<file path="config.mk">
export PLATFORM = sky130hd
export DESIGN_NAME = multicycle_control
export DESIGN_NICKNAME = d
export VERILOG_FILES = /design/src/rtl/multicycle_control_pkg.sv /design/src/rtl/alu_decoder.sv /design/src/rtl/multicycle_control.sv
export SDC_FILE = /design/constraint.sdc
export NUM_CORES = 1
export LEC_CHECK = 0
export BUFFER_PORTS_ARGS = -buffer_cell sky130_fd_sc_hd__buf_2
export CAP_MARGIN = 20
export CELL_PAD_IN_SITES_DETAIL_PLACEMENT = 1
export CELL_PAD_IN_SITES_GLOBAL_PLACEMENT = 1
export CORE_MARGIN = 2
export CORE_UTILIZATION = 34
export CTS_CLUSTER_SIZE = 10
export DETAILED_ROUTE_END_ITERATION = 12
export GPL_TIMING_DRIVEN = 0
export PLACE_DENSITY = 0.93
export SKIP_LAST_GASP = 1
export SYNTH_ARGS = -nofsm -noshare
export SYNTH_HDL_FRONTEND = slang
export SYNTH_SLANG_ARGS = --single-unit
</file>
<file path="constraint.sdc">
create_clock -name clk -period 3.3 [get_ports clk]
set_input_delay 0.66 -clock clk [delete_from_list [all_inputs] [get_ports clk]]
set_output_delay 0.66 -clock clk [all_outputs]
set_load 0.02 [all_outputs]
</file>
<file path="src/rtl/multicycle_control_pkg.sv">
// Shared encodings for the multicycle controller: opcodes, funct codes,
// ALU operation codes and datapath mux selects.
package multicycle_control_pkg;

    // Instruction opcodes (instruction register bits [31:26])
    localparam logic [5:0] OP_RTYPE = 6'h00;
    localparam logic [5:0] OP_J     = 6'h02;
    localparam logic [5:0] OP_BEQ   = 6'h04;
    localparam logic [5:0] OP_ADDI  = 6'h08;
    localparam logic [5:0] OP_LW    = 6'h23;
    localparam logic [5:0] OP_SW    = 6'h2B;

    // R-type funct codes (instruction register bits [5:0])
    localparam logic [5:0] FN_SLL = 6'h00;
    localparam logic [5:0] FN_SRL = 6'h02;
    localparam logic [5:0] FN_SRA = 6'h03;
    localparam logic [5:0] FN_ADD = 6'h20;
    localparam logic [5:0] FN_SUB = 6'h22;
    localparam logic [5:0] FN_AND = 6'h24;
    localparam logic [5:0] FN_OR  = 6'h25;
    localparam logic [5:0] FN_SLT = 6'h2A;

    // ALU operation codes
    localparam logic [3:0] ALU_ADD = 4'd0;
    localparam logic [3:0] ALU_SUB = 4'd1;
    localparam logic [3:0] ALU_AND = 4'd2;
    localparam logic [3:0] ALU_OR  = 4'd3;
    localparam logic [3:0] ALU_SLT = 4'd4;
    localparam logic [3:0] ALU_SLL = 4'd5;
    localparam logic [3:0] ALU_SRL = 4'd6;
    localparam logic [3:0] ALU_SRA = 4'd7;

    // ALU operand selects
    localparam logic [1:0] ALU_A_PC    = 2'd0;
    localparam logic [1:0] ALU_A_RS    = 2'd1;
    localparam logic [1:0] ALU_A_SHAMT = 2'd2;
    localparam logic [1:0] ALU_B_RT    = 2'd0;
    localparam logic [1:0] ALU_B_FOUR  = 2'd1;
    localparam logic [1:0] ALU_B_IMM   = 2'd2;

    // Program counter source selects
    localparam logic [1:0] PC_SEL_INC    = 2'd0;
    localparam logic [1:0] PC_SEL_BRANCH = 2'd1;
    localparam logic [1:0] PC_SEL_JUMP   = 2'd2;

    // Memory address source, register destination and write-back source
    localparam logic MEM_ADDR_PC  = 1'b0;
    localparam logic MEM_ADDR_ALU = 1'b1;
    localparam logic DEST_RT      = 1'b0;
    localparam logic DEST_RD      = 1'b1;
    localparam logic WB_FROM_ALU  = 1'b0;
    localparam logic WB_FROM_MEM  = 1'b1;

    localparam logic [3:0] MEM_WE_WORD = 4'hF;
    localparam logic [3:0] MEM_WE_NONE = 4'h0;

endpackage

</file>
<file path="src/rtl/alu_decoder.sv">
// Combinational funct-to-ALU-operation decoder for R-type instructions.
// Also reports whether the operation is a shift (A operand is shamt)
// and whether the funct code is supported at all.
module alu_decoder
    import multicycle_control_pkg::*;
(
    input  logic [5:0] funct,
    output logic [3:0] alu_op,
    output logic       is_shift,
    output logic       valid
);

    // Map each supported funct code to its ALU operation
    always_comb begin
        alu_op   = ALU_ADD;
        is_shift = 1'b0;
        valid    = 1'b1;
        case (funct)
            FN_ADD: alu_op = ALU_ADD;
            FN_SUB: alu_op = ALU_SUB;
            FN_AND: alu_op = ALU_AND;
            FN_OR:  alu_op = ALU_OR;
            FN_SLT: alu_op = ALU_SLT;
            FN_SLL: begin
                alu_op   = ALU_SLL;
                is_shift = 1'b1;
            end
            FN_SRL: begin
                alu_op   = ALU_SRL;
                is_shift = 1'b1;
            end
            FN_SRA: begin
                alu_op   = ALU_SRA;
                is_shift = 1'b1;
            end
            default: valid = 1'b0;
        endcase
    end

endmodule

</file>
<file path="src/rtl/multicycle_control.sv">
// Multicycle processor control unit. Sequences fetch, decode, memory
// access, execute and write-back for a small MIPS-like instruction set.
// Datapath controls come from the current state; mem_ready, equal and
// funct only qualify write strobes, branch decisions and the R-type ALU op.
module multicycle_control
    import multicycle_control_pkg::*;
(
    input  logic       clk,
    input  logic       rst_n,
    input  logic [5:0] opcode,
    input  logic [5:0] funct,
    input  logic       equal,
    input  logic       mem_ready,
    output logic       mem_req,
    output logic [3:0] mem_we,
    output logic       mem_addr_sel,
    output logic       ir_we,
    output logic       pc_we,
    output logic [1:0] pc_sel,
    output logic [3:0] alu_op,
    output logic [1:0] alu_a_sel,
    output logic [1:0] alu_b_sel,
    output logic       reg_d_we,
    output logic       reg_d_addr_sel,
    output logic       reg_d_data_sel,
    output logic       illegal
);

    typedef enum logic [3:0] {
        IDLE      = 4'd0,
        FETCH     = 4'd1,
        DECODE    = 4'd2,
        MEM_ADDR  = 4'd3,
        MEM_READ  = 4'd4,
        MEM_WB    = 4'd5,
        MEM_WRITE = 4'd6,
        EXEC_R    = 4'd7,
        EXEC_I    = 4'd8,
        ALU_WB    = 4'd9,
        HALT      = 4'd10
    } state_t;

    state_t     state_q;
    state_t     state_d;
    logic       started_q;
    logic       illegal_q;
    logic       dest_rd_q;
    logic [3:0] dec_alu_op;
    logic       dec_is_shift;
    logic       dec_valid;

    alu_decoder u_alu_decoder (
        .funct    (funct),
        .alu_op   (dec_alu_op),
        .is_shift (dec_is_shift),
        .valid    (dec_valid)
    );

    // State register; started_q holds IDLE for one extra edge after reset release
    always_ff @(posedge clk or negedge rst_n) begin
        if (!rst_n) begin
            state_q   <= IDLE;
            started_q <= 1'b0;
        end else begin
            state_q   <= state_d;
            started_q <= 1'b1;
        end
    end

    // Sticky illegal flag and write-back destination captured on EXEC entry
    always_ff @(posedge clk or negedge rst_n) begin
        if (!rst_n) begin
            illegal_q <= 1'b0;
            dest_rd_q <= DEST_RT;
        end else begin
            if (state_d == HALT) begin
                illegal_q <= 1'b1;
            end
            if (state_q == DECODE && state_d == EXEC_R) begin
                dest_rd_q <= DEST_RD;
            end else if (state_q == DECODE && state_d == EXEC_I) begin
                dest_rd_q <= DEST_RT;
            end
        end
    end

    // Next-state selection and datapath control decode
    always_comb begin
        state_d        = state_q;
        mem_req        = 1'b0;
        mem_we         = MEM_WE_NONE;
        mem_addr_sel   = MEM_ADDR_PC;
        ir_we          = 1'b0;
        pc_we          = 1'b0;
        pc_sel         = PC_SEL_INC;
        alu_op         = ALU_ADD;
        alu_a_sel      = ALU_A_PC;
        alu_b_sel      = ALU_B_RT;
        reg_d_we       = 1'b0;
        reg_d_addr_sel = DEST_RT;
        reg_d_data_sel = WB_FROM_ALU;
        case (state_q)
            IDLE: begin
                if (started_q) begin
                    state_d = FETCH;
                end
            end
            FETCH: begin
                mem_req      = 1'b1;
                mem_addr_sel = MEM_ADDR_PC;
                alu_a_sel    = ALU_A_PC;
                alu_b_sel    = ALU_B_FOUR;
                alu_op       = ALU_ADD;
                if (mem_ready) begin
                    ir_we   = 1'b1;
                    pc_we   = 1'b1;
                    pc_sel  = PC_SEL_INC;
                    state_d = DECODE;
                end
            end
            DECODE: begin
                case (opcode)
                    OP_LW, OP_SW: state_d = MEM_ADDR;
                    OP_RTYPE:     state_d = EXEC_R;
                    OP_ADDI:      state_d = EXEC_I;
                    OP_BEQ: begin
                        if (equal) begin
                            pc_we  = 1'b1;
                            pc_sel = PC_SEL_BRANCH;
                        end
                        state_d = FETCH;
                    end
                    OP_J: begin
                        pc_we   = 1'b1;
                        pc_sel  = PC_SEL_JUMP;
                        state_d = FETCH;
                    end
                    default: state_d = HALT;
                endcase
            end
            MEM_ADDR: begin
                alu_op    = ALU_ADD;
                alu_a_sel = ALU_A_RS;
                alu_b_sel = ALU_B_IMM;
                state_d   = (opcode == OP_SW) ? MEM_WRITE : MEM_READ;
            end
            MEM_READ: begin
                mem_req      = 1'b1;
                mem_addr_sel = MEM_ADDR_ALU;
                if (mem_ready) begin
                    state_d = MEM_WB;
                end
            end
            MEM_WB: begin
                reg_d_we       = 1'b1;
                reg_d_addr_sel = DEST_RT;
                reg_d_data_sel = WB_FROM_MEM;
                state_d        = FETCH;
            end
            MEM_WRITE: begin
                mem_req      = 1'b1;
                mem_addr_sel = MEM_ADDR_ALU;
                mem_we       = MEM_WE_WORD;
                if (mem_ready) begin
                    state_d = FETCH;
                end
            end
            EXEC_R: begin
                if (dec_valid) begin
                    alu_op    = dec_alu_op;
                    alu_a_sel = dec_is_shift ? ALU_A_SHAMT : ALU_A_RS;
                    alu_b_sel = ALU_B_RT;
                    state_d   = ALU_WB;
                end else begin
                    state_d = HALT;
                end
            end
            EXEC_I: begin
                alu_op    = ALU_ADD;
                alu_a_sel = ALU_A_RS;
                alu_b_sel = ALU_B_IMM;
                state_d   = ALU_WB;
            end
            ALU_WB: begin
                reg_d_we       = 1'b1;
                reg_d_addr_sel = dest_rd_q;
                reg_d_data_sel = WB_FROM_ALU;
                state_d        = FETCH;
            end
            HALT: begin
                state_d = HALT;
            end
            default: state_d = IDLE;
        endcase
    end

    assign illegal = illegal_q;

endmodule
</file>
# --- Yosys cells after proc, flatten, opt, wreduce, memory -nomap -nowiden ---
# Cells that the tools add are included.
totals:
  register_bits: 7
  input_bits: 16
  output_inout_bits: 22
  wordCells: 76
op_classes:
  eq_ne: 25
  muxes: 33
  reduce_logical: 14
ops:
  columns: ["cell", "count"]
  rows:
  - ["$eq A6 B6 Y1 const B", 7]
  - ["$pmux W4 S10", 1]
  - ["$mux W4", 7]
  - ["$pmux W3 S7", 1]
  - ["$eq A4 B3 Y1 const B", 5]
  - ["$eq A4 B4 Y1 const B", 5]
  - ["$eq A6 B2 Y1 const B", 3]
  - ["$pmux W4 S4", 1]
  - ["$mux W1", 13]
  - ["$logic_not A6 Y1", 2]
  - ["$pmux W2 S2", 3]
  - ["$mux W2", 5]
  - ["$reduce_or A2 Y1", 5]
  - ["$eq A4 B2 Y1 const B", 2]
  - ["$reduce_or A8 Y1", 1]
  - ["$eq A6 B3 Y1 const B", 1]
  - ["$eq A6 B4 Y1 const B", 1]
  - ["$reduce_or A3 Y1", 2]
  - ["$eq A4 B1 Y1 const B", 1]
  - ["$logic_not A4 Y1", 1]
  - ["$pmux W1 S2", 2]
  - ["$logic_and A1 B1 Y1", 2]
  - ["$reduce_bool A2 Y1", 1]

# --- Logic depth before layout (Yosys ltp) ---
# Gate-level depths: netlist (run 1).
logic_depth:
  ltp_word: 9
  depth_mapped: 6
  ltp_nobuf: 5

# --- Modules after synthesis ---
# From an unflattened synthesis (run 1), not the netlist that was laid out.
unflattened:
  cells_unflattened: 115
  hier_area_um2: 853.3
modules_own_cells:
  columns: ["mod", "instances", "cells_each", "area_per_inst_um2", "seq_area_each_um2"]
  rows:
  - ["multicycle_control", 1, 90, 703.2, 175.2]
  - ["alu_decoder", 1, 25, 150.1, 0.0]

# --- Worst setup path after synthesis (run 1) ---
# Ideal clock, no wire load.
synth_path:
  path_kind: "input to output"
  start: "input funct[2]"
  end: "output alu_op[1]"
  arrival_time_ns: 2.138
  required_ns: 2.640
  slack_ns: 0.502
  stages: 6
  n_path_buf: 1
  path_cell_list: "buf_4 > nor2b_1 > o2bb2ai_1 > a21oi_1 > or2_1 > nor4_1"
synth_via:
  elab_chain_len: 5
  elab_cells_between_ends: 13
  cone_classes: "eq/ne (7); mux (4); reduce/logical (2)"
synth_lines:
  columns: ["item", "line", "source"]
  rows:
  - ["from (decl)", "multicycle_control.sv:11", "input logic [5:0] funct,"]
  - ["$eq A6 B6 Y1 (tied with other cells)", "alu_decoder.sv:18", "case (funct)"]
  - ["$reduce_or A8 Y1 (no line)", null, null]
  - ["$mux W1", "alu_decoder.sv:18", null]
  - ["$mux W4 (*)", "multicycle_control.sv:169", "if (dec_valid) begin"]
  - ["$mux W4 (*)", "multicycle_control.sv:102", "case (state_q)"]
  - ["to (decl)", "multicycle_control.sv:20", "output logic [3:0] alu_op,"]
# Mark *: on every way between the ends. The rest lies on a longest branch, timed or not.

# --- Final worst setup path (run 1) ---
# Ends and elaborated chain as after synthesis.

==> results of run 1 <==
-- final timing paths --
check / from / endpoint / slack, ns / cells after the start
max: funct[2] / alu_op[1] / 0.65 / 7
min: rst_n / dest_rd_q / 0.23 / 1
max reg2reg: state_q[1] / dest_rd_q / 1.69 / 6
min reg2reg: illegal / illegal / 0.45 / 1
max in group asynchronous: rst_n / illegal / 2.92 / 1
min in group clk: illegal / illegal / 0.45 / 1
-- layout by cell type, fill, tap and decap left out, drive strengths merged, types with 2 or more instances in the layout --
cell,Yosys,layout
a21oi,9,9
nor4,4,4
o211ai,4,4
or3,3,3
conb,2,2
o21a,2,2
dfrtp,7,7
nor2,6,6
a211oi,2,2
nand2b,5,5
a21o,2,2
nor3,8,8
clkbuf,1,5
nor3b,2,2
or2,3,3
nand2,10,10
buf,11,43
inv,5,5
nor2b,4,4
o21ai,2,2
-- flip-flops by register name, indices dropped and copies added, names as in the netlist --
name and cells:
started_q 1, dest_rd_q 1, illegal 1, state_q 4
-- final cells by class --
class | instances | area, µm²
plain buffers | 12 | 90.09
inverters | 6 | 23.77
fillers | 305 | 1217
multi-input cells | 85 | 548.0
repair buffers | 32 | 160.2
well taps | 28 | 35.03
flip-flops and latches | 7 | 175.2
clock buffers | 4 | 26.28
-- critical path, delay by kind of cell --
| kind | cells | cell delay (ns) |
|---|---|---|
| AOI/OAI and AO/OA | 2 | 0.28 |
| and+or+nand+nor | 3 | 0.71 |
| buffers and inverters | 2 | 0.35 |
-- layer usage --
layer  GRT usage, %  share of wire [%]  vias to the layer above
met3          3.056                5.1                        4
met2          33.95                 51                       31
met1          21.10                 43                      436
li1               -                  -                      462
met4          3.419                1.2                        0
met5              0                  0                        -
-- cell families (layout without fill, tap and decap cells) --
logic type / count (synthesis) / in the layout / synth area share, %
and+or+nand+nor: 49 / 49 / 31.99
DFF: 7 / 7 / 20.93
other: 2 / 2 / 0.8972
xor gates and xnor gates: 1 / 1 / 1.047
AOI/OAI and AO/OA: 32 / 32 / 30.20
buffers and inverters: 18 / 54 / 13.60
muxes: 1 / 1 / 1.345
-- through the flow --
step / instance area [µm²] / setup slack (ns) / util [%]
after floorplan: 837.1 / 0.5023 / -
after global placement: 1032 / 0.6991 / 45.35
after detailed placement: 1032 / 0.6545 / 45.35
after CTS: 1059 / 0.6431 / 46.51
after global routing: 1059 / 0.5019 / 46.51
final: 1059 / 0.6464 / 46.51
-- report_power, final --
group | internal (mW) | total [mW] | leakage (nW) | switching [mW]
Combinational | 0.161 | 0.441 | 0.387 | 0.280
Clock | 0.0461 | 0.0770 | 0.0150 | 0.0309
Sequential | 0.114 | 0.129 | 0.0858 | 0.0150
Total | 0.321 | 0.647 | 0.488 | 0.326
==> flow_summary.toml, run 1 <==
[outcome]
outcome = "completed"

[critical_path]
worstSetupStartpointType = "input port"
criticalPathCategory = "input port to output port"
crit_arrival_ns = 1.99
critPathMaxFanout = 10
end_kind = "output port"
cp.required_ns = 2.64
cpMaxStageDelayCell = "or2_1"
crit_chain = "buf_4 > nor2b_1 > o2bb2ai_1 > a21oi_1 > or2_1 > nor4_1 > buf_2"
critical_path.max_stage_delay_ns = 0.25

[route]
viasPerCell = 5.362
drc = 0
ant_nets = 0
drtIter0Drc = 14
routed-via-count = 933
drt_wl_total_mm = 2.366
first_pass_iters = 4
wire_per_inst_um = 13.60

[timing]
fmax_ghz = 0.3768
period_needed_ns = 2.654
fin_crit_sh_pct = 80.41
setup_tns_ns = 0
skew_ns = 0.0009316
rsz0062_at_grt = "false"
hold_viol = 0
setup_viol_count_final = 0
whs_ns = 0.2340
timing.final.max_slew_violations = 0

[global_routing]
grt_pass1_wl_mm = 3.864
antenna_found_initial = 0
grt_pass1_vias = 892
overflow = 0
grt_max_degree = 11
grtUsageTotal_pct = 17.94

[die]
core_um2 = 2276
rows = 17
die_h_um = 53.62
initial_utilization_pct = 36.78
io_pins = 38
die_x_um = 53.62
die-area_um2 = 2875

[power_and_ir_drop]
power.leakage_nw = 0.4881
ir_drop_uv = 299.9
power_mw = 0.6470
powerDensity_nw_per_um2 = 611.2

[placement]
place_congestion = 0.8668
place_hpwl_mm = 1.956
dp.cells = 170
port_buffers = 32

[yosys]
yosysTopAreaCell = "dfrtp_1"
syn_area_per_cell_um2 = 7.610
synth_fp_nets = 126
synthArstFlopShare_pct = 100.0
yosysTopAreaCellShare_pct = 20.93
synthTopCellsByCount = "nand2_1 (10), a21oi_1 (8), nor3_1 (8)"
synth-edff-count = 0
syn_area_um2 = 837.1
seq_area_frac_synth_pct = 20.93
yosysWarnings = 0
synthCells = 110
ys.flop_type = "dfrtp_1"
yosysUniqueCellTypes = 44
yosysMostFrequentCell = "nand2_1"
yosys-top-cells-area = "dfrtp_1 (21%), a21oi_1 (4.8%), nor3_1 (4.8%)"
synth_seq_cells = 7

[cts]
post_cts_resized = 0
cts_setup_buffers = 0
clock_path_buffers = 2
insertion_delay_ns = 0.25
clk_pin_slew_worst_paths_ns = 0.05
cts_tree = "done"
numCtsBuffers = 3
cts-hold-fix-buffers = 0
clock_sinks = 7
clockRootBuffer = "clkbuf_4"
htreeDepth = 1

[finish]
drive_gt1_share_pct = 36.99
num-nets-final = 163
final_cell_count_no_fill = 174
antenna_cells = 0
area_growth_pct = 26.46

[flow_run]
cap_violations = 0

[min_path]
min-delay-path-class = "input port to asynchronous set/reset pin"
No activity file was read; power rests on OpenSTA's default activity.
==> run 2, diff against run 1 <==
--- a/config.mk
+++ b/config.mk
@@ -10,11 +10,11 @@
 export CELL_PAD_IN_SITES_DETAIL_PLACEMENT = 1
 export CELL_PAD_IN_SITES_GLOBAL_PLACEMENT = 1
 export CORE_MARGIN = 2
-export CORE_UTILIZATION = 34
+export CORE_UTILIZATION = 29
 export CTS_CLUSTER_SIZE = 10
 export DETAILED_ROUTE_END_ITERATION = 12
 export GPL_TIMING_DRIVEN = 0
-export PLACE_DENSITY = 0.93
+export PLACE_DENSITY = 0.85
 export SKIP_LAST_GASP = 1
 export SYNTH_ARGS = -nofsm -noshare
 export SYNTH_HDL_FRONTEND = slang
==> constraint.sdc (replaced) <==
create_clock -name clk -period 2.2 [get_ports clk]
set_input_delay 0.44 -clock clk [delete_from_list [all_inputs] [get_ports clk]]
set_output_delay 0.44 -clock clk [all_outputs]
set_load 0.02 [all_outputs]
==> flow_summary.toml, run 2 (synthesis gave the netlist of run 1 again) <==
[die]
die_x_um = 57.73
initial_utilization_pct = 30.35
io_pins = 38
die_h_um = 57.73
rows = 19
die-area_um2 = 3332
core_um2 = 2758

[route]
routed-via-count = 978
viasPerCell = 5.315
drt_wl_total_mm = 2.637
drc = 0
wire_per_inst_um = 14.33
first_pass_iters = 4
ant_nets = 0
drtIter0Drc = 46

[finish]
layout_commonest_cell = "buf_2"
regMostFlops = "state_q"
final_util_pct = 42.51
antenna_cells = 0
final_cell_mix = "buf_2 (32), buf_4 (13), nand2_1 (10), nor3_1 (8), a21oi_1 (8)"
drive_gt1_share_pct = 45.75
largest_reg_flops = 4
area_growth_pct = 40.06
num-nets-final = 170

[global_routing]
grtUsageTotal_pct = 15.86
grt_pass1_wl_mm = 4.133
met3_usage_pct = 2.232
grt_max_degree = 11
grtUsageMet1_pct = 15.80
grt_most_used_layer = "met2"
met2_usage_pct = 31.66
overflow = 0
grt_pass1_vias = 966
antenna_found_initial = 0

[critical_path]
end_kind = "output port"
crit_arrival_ns = 1.72
cp.required_ns = 1.76
r2r_start = "state_q[2]"
crit_start = "state_q[3]"
crit_family = "simple AND/OR/NAND/NOR gates"
critPathBufInv = 2
critical_path.max_stage_delay_ns = 0.44
criticalPathCategory = "register to output port"
worstSetupStartpointType = "register"
cpMaxStageDelayCell = "dfrtp_2"
r2r_slack_ns = 0.62
crit_chain = "clkinv_4 > nand4_1 > or2_1 > or2_4 > nor4_2 > buf_2"
critPathMaxFanout = 5

[timing]
hold_viol = 0
skew_ns = 0.003307
fmax_ghz = 0.4635
setup_viol_count_final = 0
timing.final.max_slew_violations = 0
whs_ns = 0.4498
rsz0062_at_grt = "true"
fin_crit_sh_pct = 98.07
period_needed_ns = 2.157

[cts]
clock_path_buffers = 2
insertion_delay_ns = 0.25
htreeDepth = 1
clock_sinks = 7
numCtsBuffers = 3
clk_pin_slew_worst_paths_ns = 0.05
clockRootBuffer = "clkbuf_4"
cts_tree = "done"

[min_path]
holdCritStartpoint = "illegal"
min-delay-path-class = "register to register"

[power_and_ir_drop]
powerDensity_nw_per_um2 = 913.3
power.leakage_nw = 0.5378
ir_drop_uv = 425.6

[outcome]
outcome = "completed"

[flow_run]
cap_violations = 0

[placement]
port_buffers = 32
place_hpwl_mm = 2.079
place_congestion = 0.8221
-- run 2: worst reg2reg max path, stage by stage, from the launching register on --
cell      delay (ns)
dfrtp_1         0.41
buf_2           0.26
nor3_1          0.13
a32oi_1         0.21
o211ai_2        0.16
o31a_1          0.30
-- run 2: what timing repair did --
action,CTS,global route
hold endpoints to repair,0,2
setup buffers,3,4
endpoints found under the setup margin,5,11
pin swaps,4,1
resized for setup,4,10
hold buffers,0,1
-- run 2: cell type report --
cell class | instances | area, µm²
fillers | 364 | 1585
multi-input cells | 85 | 584.3
repair buffers | 40 | 231.5
flip-flops and latches | 7 | 176.4
plain buffers | 11 | 86.33
well taps | 31 | 38.79
inverters | 6 | 27.53
clock buffers | 3 | 22.52
clock inverters | 1 | 5.005
-- run 2: worst paths after layout --
check | end | cells past startpoint
min in group asynchronous | started_q | 2
worst max-delay path | alu_op[1] | 6
worst max register to register | dest_rd_q | 5
worst min register to register | illegal | 1
max in group asynchronous | state_q[3] | 2
worst min-delay path | illegal | 1
-- run 2: routing by layer --
metal / vias up / share of wire, %
met3: 0 / 6.1
met2: 31 / 56
met1: 471 / 38
li1: 476 / -
met5: - / 0
met4: 0 / 0
-- run 2: metrics by stage --
stage          total power, mW   TNS (ns)  instance area, µm²  setup slack [ns]  cells
2_1_floorplan           0.6767          0               849.6           0.02842    110
3_3_place_gp            0.8437          0                1049           0.06308    173
3_5_place_dp            0.8666   -0.01728                1049          -0.01728    173
4_1_cts                  1.019  -0.007718                1115         -0.007718    180
5_1_grt                  1.161   -0.04838                1172          -0.02623    184
6_report                 1.071          0                1172           0.04252    184
-- run 2: power by group --
group	leakage, nW	switching [mW]	internal, mW	total, mW
sequential	0.0843	0.0360	0.172	0.208
clock	0.0177	0.0505	0.0665	0.117
combinational	0.436	0.439	0.307	0.746
==> run 3, diff against run 2 <==
--- a/config.mk
+++ b/config.mk
@@ -5,7 +5,8 @@
 export SDC_FILE = /design/constraint.sdc
 export NUM_CORES = 1
 export LEC_CHECK = 0
-export BUFFER_PORTS_ARGS = -buffer_cell sky130_fd_sc_hd__buf_2
+export ABC_CLOCK_PERIOD_IN_PS = 2200
+export BUFFER_PORTS_ARGS = -buffer_cell sky130_fd_sc_hd__clkbuf_2
 export CAP_MARGIN = 20
 export CELL_PAD_IN_SITES_DETAIL_PLACEMENT = 1
 export CELL_PAD_IN_SITES_GLOBAL_PLACEMENT = 1
@@ -15,6 +16,7 @@
 export DETAILED_ROUTE_END_ITERATION = 12
 export GPL_TIMING_DRIVEN = 0
 export PLACE_DENSITY = 0.85
+export SETUP_SLACK_MARGIN = 0.4
 export SKIP_LAST_GASP = 1
 export SYNTH_ARGS = -nofsm -noshare
 export SYNTH_HDL_FRONTEND = slang
==> flow_summary.toml, run 3 (synthesis gave the netlist of run 1 again) <==
[outcome]
outcome = "complete, but fails checks"
failed_checks = "negative setup slack"

[die]
initial_utilization_pct = 30.35
rows = 19
core_um2 = 2758
die_x_um = 57.73
die-area_um2 = 3332
io_pins = 38
die_h_um = 57.73

[cts]
htreeDepth = 1
clock_sinks = 7
clock_path_buffers = 2
clk_pin_slew_worst_paths_ns = 0.05
clockRootBuffer = "clkbuf_4"
numCtsBuffers = 3
insertion_delay_ns = 0.24
cts_tree = "done"

[timing]
period_needed_ns = 2.227
fmax_ghz = 0.4489
fin_ws_ns = -0.02747
hold_viol = 0
skew_ns = 0.001246
fin_crit_sh_pct = 101.2
setup_tns_ns = -0.02747
whs_ns = 0.01703
timing.final.max_slew_violations = 0
setup_viol_count_final = 1
rsz0062_at_grt = "true"

[critical_path]
cpMaxStageDelayCell = "or3_4"
cp.required_ns = 1.76
crit_family = "simple AND/OR/NAND/NOR gates"
critical_path.max_stage_delay_ns = 0.39
crit_top_cell = "buf_6"
end_kind = "output port"
crit_chain = "buf_6 > buf_6 > nor2_4 > nand2b_1 > or3_4 > nor3b_4 > clkbuf_8"
critPathBufInv = 3
criticalPathCategory = "register to output port"
crit_arrival_ns = 1.79
worstSetupStartpointType = "register"
critPathMaxFanout = 3

[global_routing]
grtUsageTotal_pct = 17.41
antenna_found_initial = 0
grt_max_degree = 11
grt_pass1_wl_mm = 4.616
overflow = 0
grt_pass1_vias = 1075

[route]
maxUsedRoutingLayer = "met4"
wl_met2_mm = 1.872
route.met3.wl_um = 155
first_pass_iters = 4
drt_wl_total_mm = 3.189
drtIter0Drc = 37
viasPerCell = 5.540
ant_nets = 0
wl_met1_mm = 1.110
drc = 0
routed-via-count = 1047
wire_per_inst_um = 16.87

[finish]
regMostFlops = "state_q"
final_util_pct = 54.67
final_cell_mix = "buf_4 (18), clkbuf_2 (17), buf_6 (11), nand2_1 (7)"
antenna_cells = 0
final_cell_count_no_fill = 189
seq_area_um2 = 176.4
largest_reg_flops = 4
area_growth_pct = 80.12
drive_gt1_share_pct = 60.76
num-nets-final = 175
multi_input_area_um2 = 773.2
final_area_um2 = 1508
layout_commonest_cell = "buf_4"
fill_cells = 322

[placement]
place_hpwl_mm = 2.080
dp.cells = 173
place_congestion = 0.8346
place_area_um2 = 1131
port_buffers = 32

[power_and_ir_drop]
power.leakage_nw = 0.6246
ir_drop_uv = 544.3
powerDensity_nw_per_um2 = 962.0

[flow_run]
cap_violations = 0

[min_path]
min-delay-path-class = "input port to asynchronous set/reset pin"
## run 3: metrics by stage
stage / setup slack (ns) / total power, mW
2_1_floorplan: 0.1810 / 0.7009
3_3_place_gp: 0.04196 / 0.8736
3_5_place_dp: -0.006271 / 0.8938
4_1_cts: -0.07143 / 1.187
5_1_grt: -0.08605 / 1.537
6_report: -0.02747 / 1.450
## run 3: path summary, 6_finish.rpt
check                           start         end  slack [ns]  cells after the start
max                        state_q[3]   pc_sel[1]       -0.03                      7
min                             rst_n  state_q[3]        0.02                      1
max reg2reg                state_q[3]   dest_rd_q        0.57                      7
min reg2reg                   illegal     illegal        0.45                      1
max in group asynchronous       rst_n  state_q[2]        2.01                      1
min in group clk              illegal     illegal        0.45                      1
## run 3: report_power, final
part	internal (mW)	switching, mW
Sequential	0.173	0.0284
Clock	0.0689	0.0421
Combinational	0.499	0.639
Total	0.741	0.710
## run 3: what timing repair did
item,in CTS,in global routing
pin swaps,13,8
gates resized for setup,37,38
hold buffers,0,0
buffers inserted,9,3
setup endpoints to repair,20,20
endpoints found under the hold margin,0,0
## run 3: worst register-to-register path, stage by stage (launching register included)
cell and delay (ns):
dfrtp_1 0.37, buf_6 0.13, buf_6 0.12, buf_8 0.14, nor3_1 0.41, a32oi_1 0.13, o211ai_2 0.13, o31a_1 0.15
## run 3: routing by layer
layer | global-route usage (%) | vias up
met1 | 17.08 | 508
met4 | 7.641 | 0
met5 | 0 | -
met2 | 35.55 | 37
met3 | 2.009 | 6
li1 | - | 496
## run 3: area by class of cell
cell class	instances	area share, %
Inverter	6	1.826
Sequential cell	7	11.70
Multi-Input combinational cell	85	51.29
Clock buffer	4	1.743
Buffer	12	7.303
Tap cell	31	2.573
Timing Repair Buffer	44	23.57
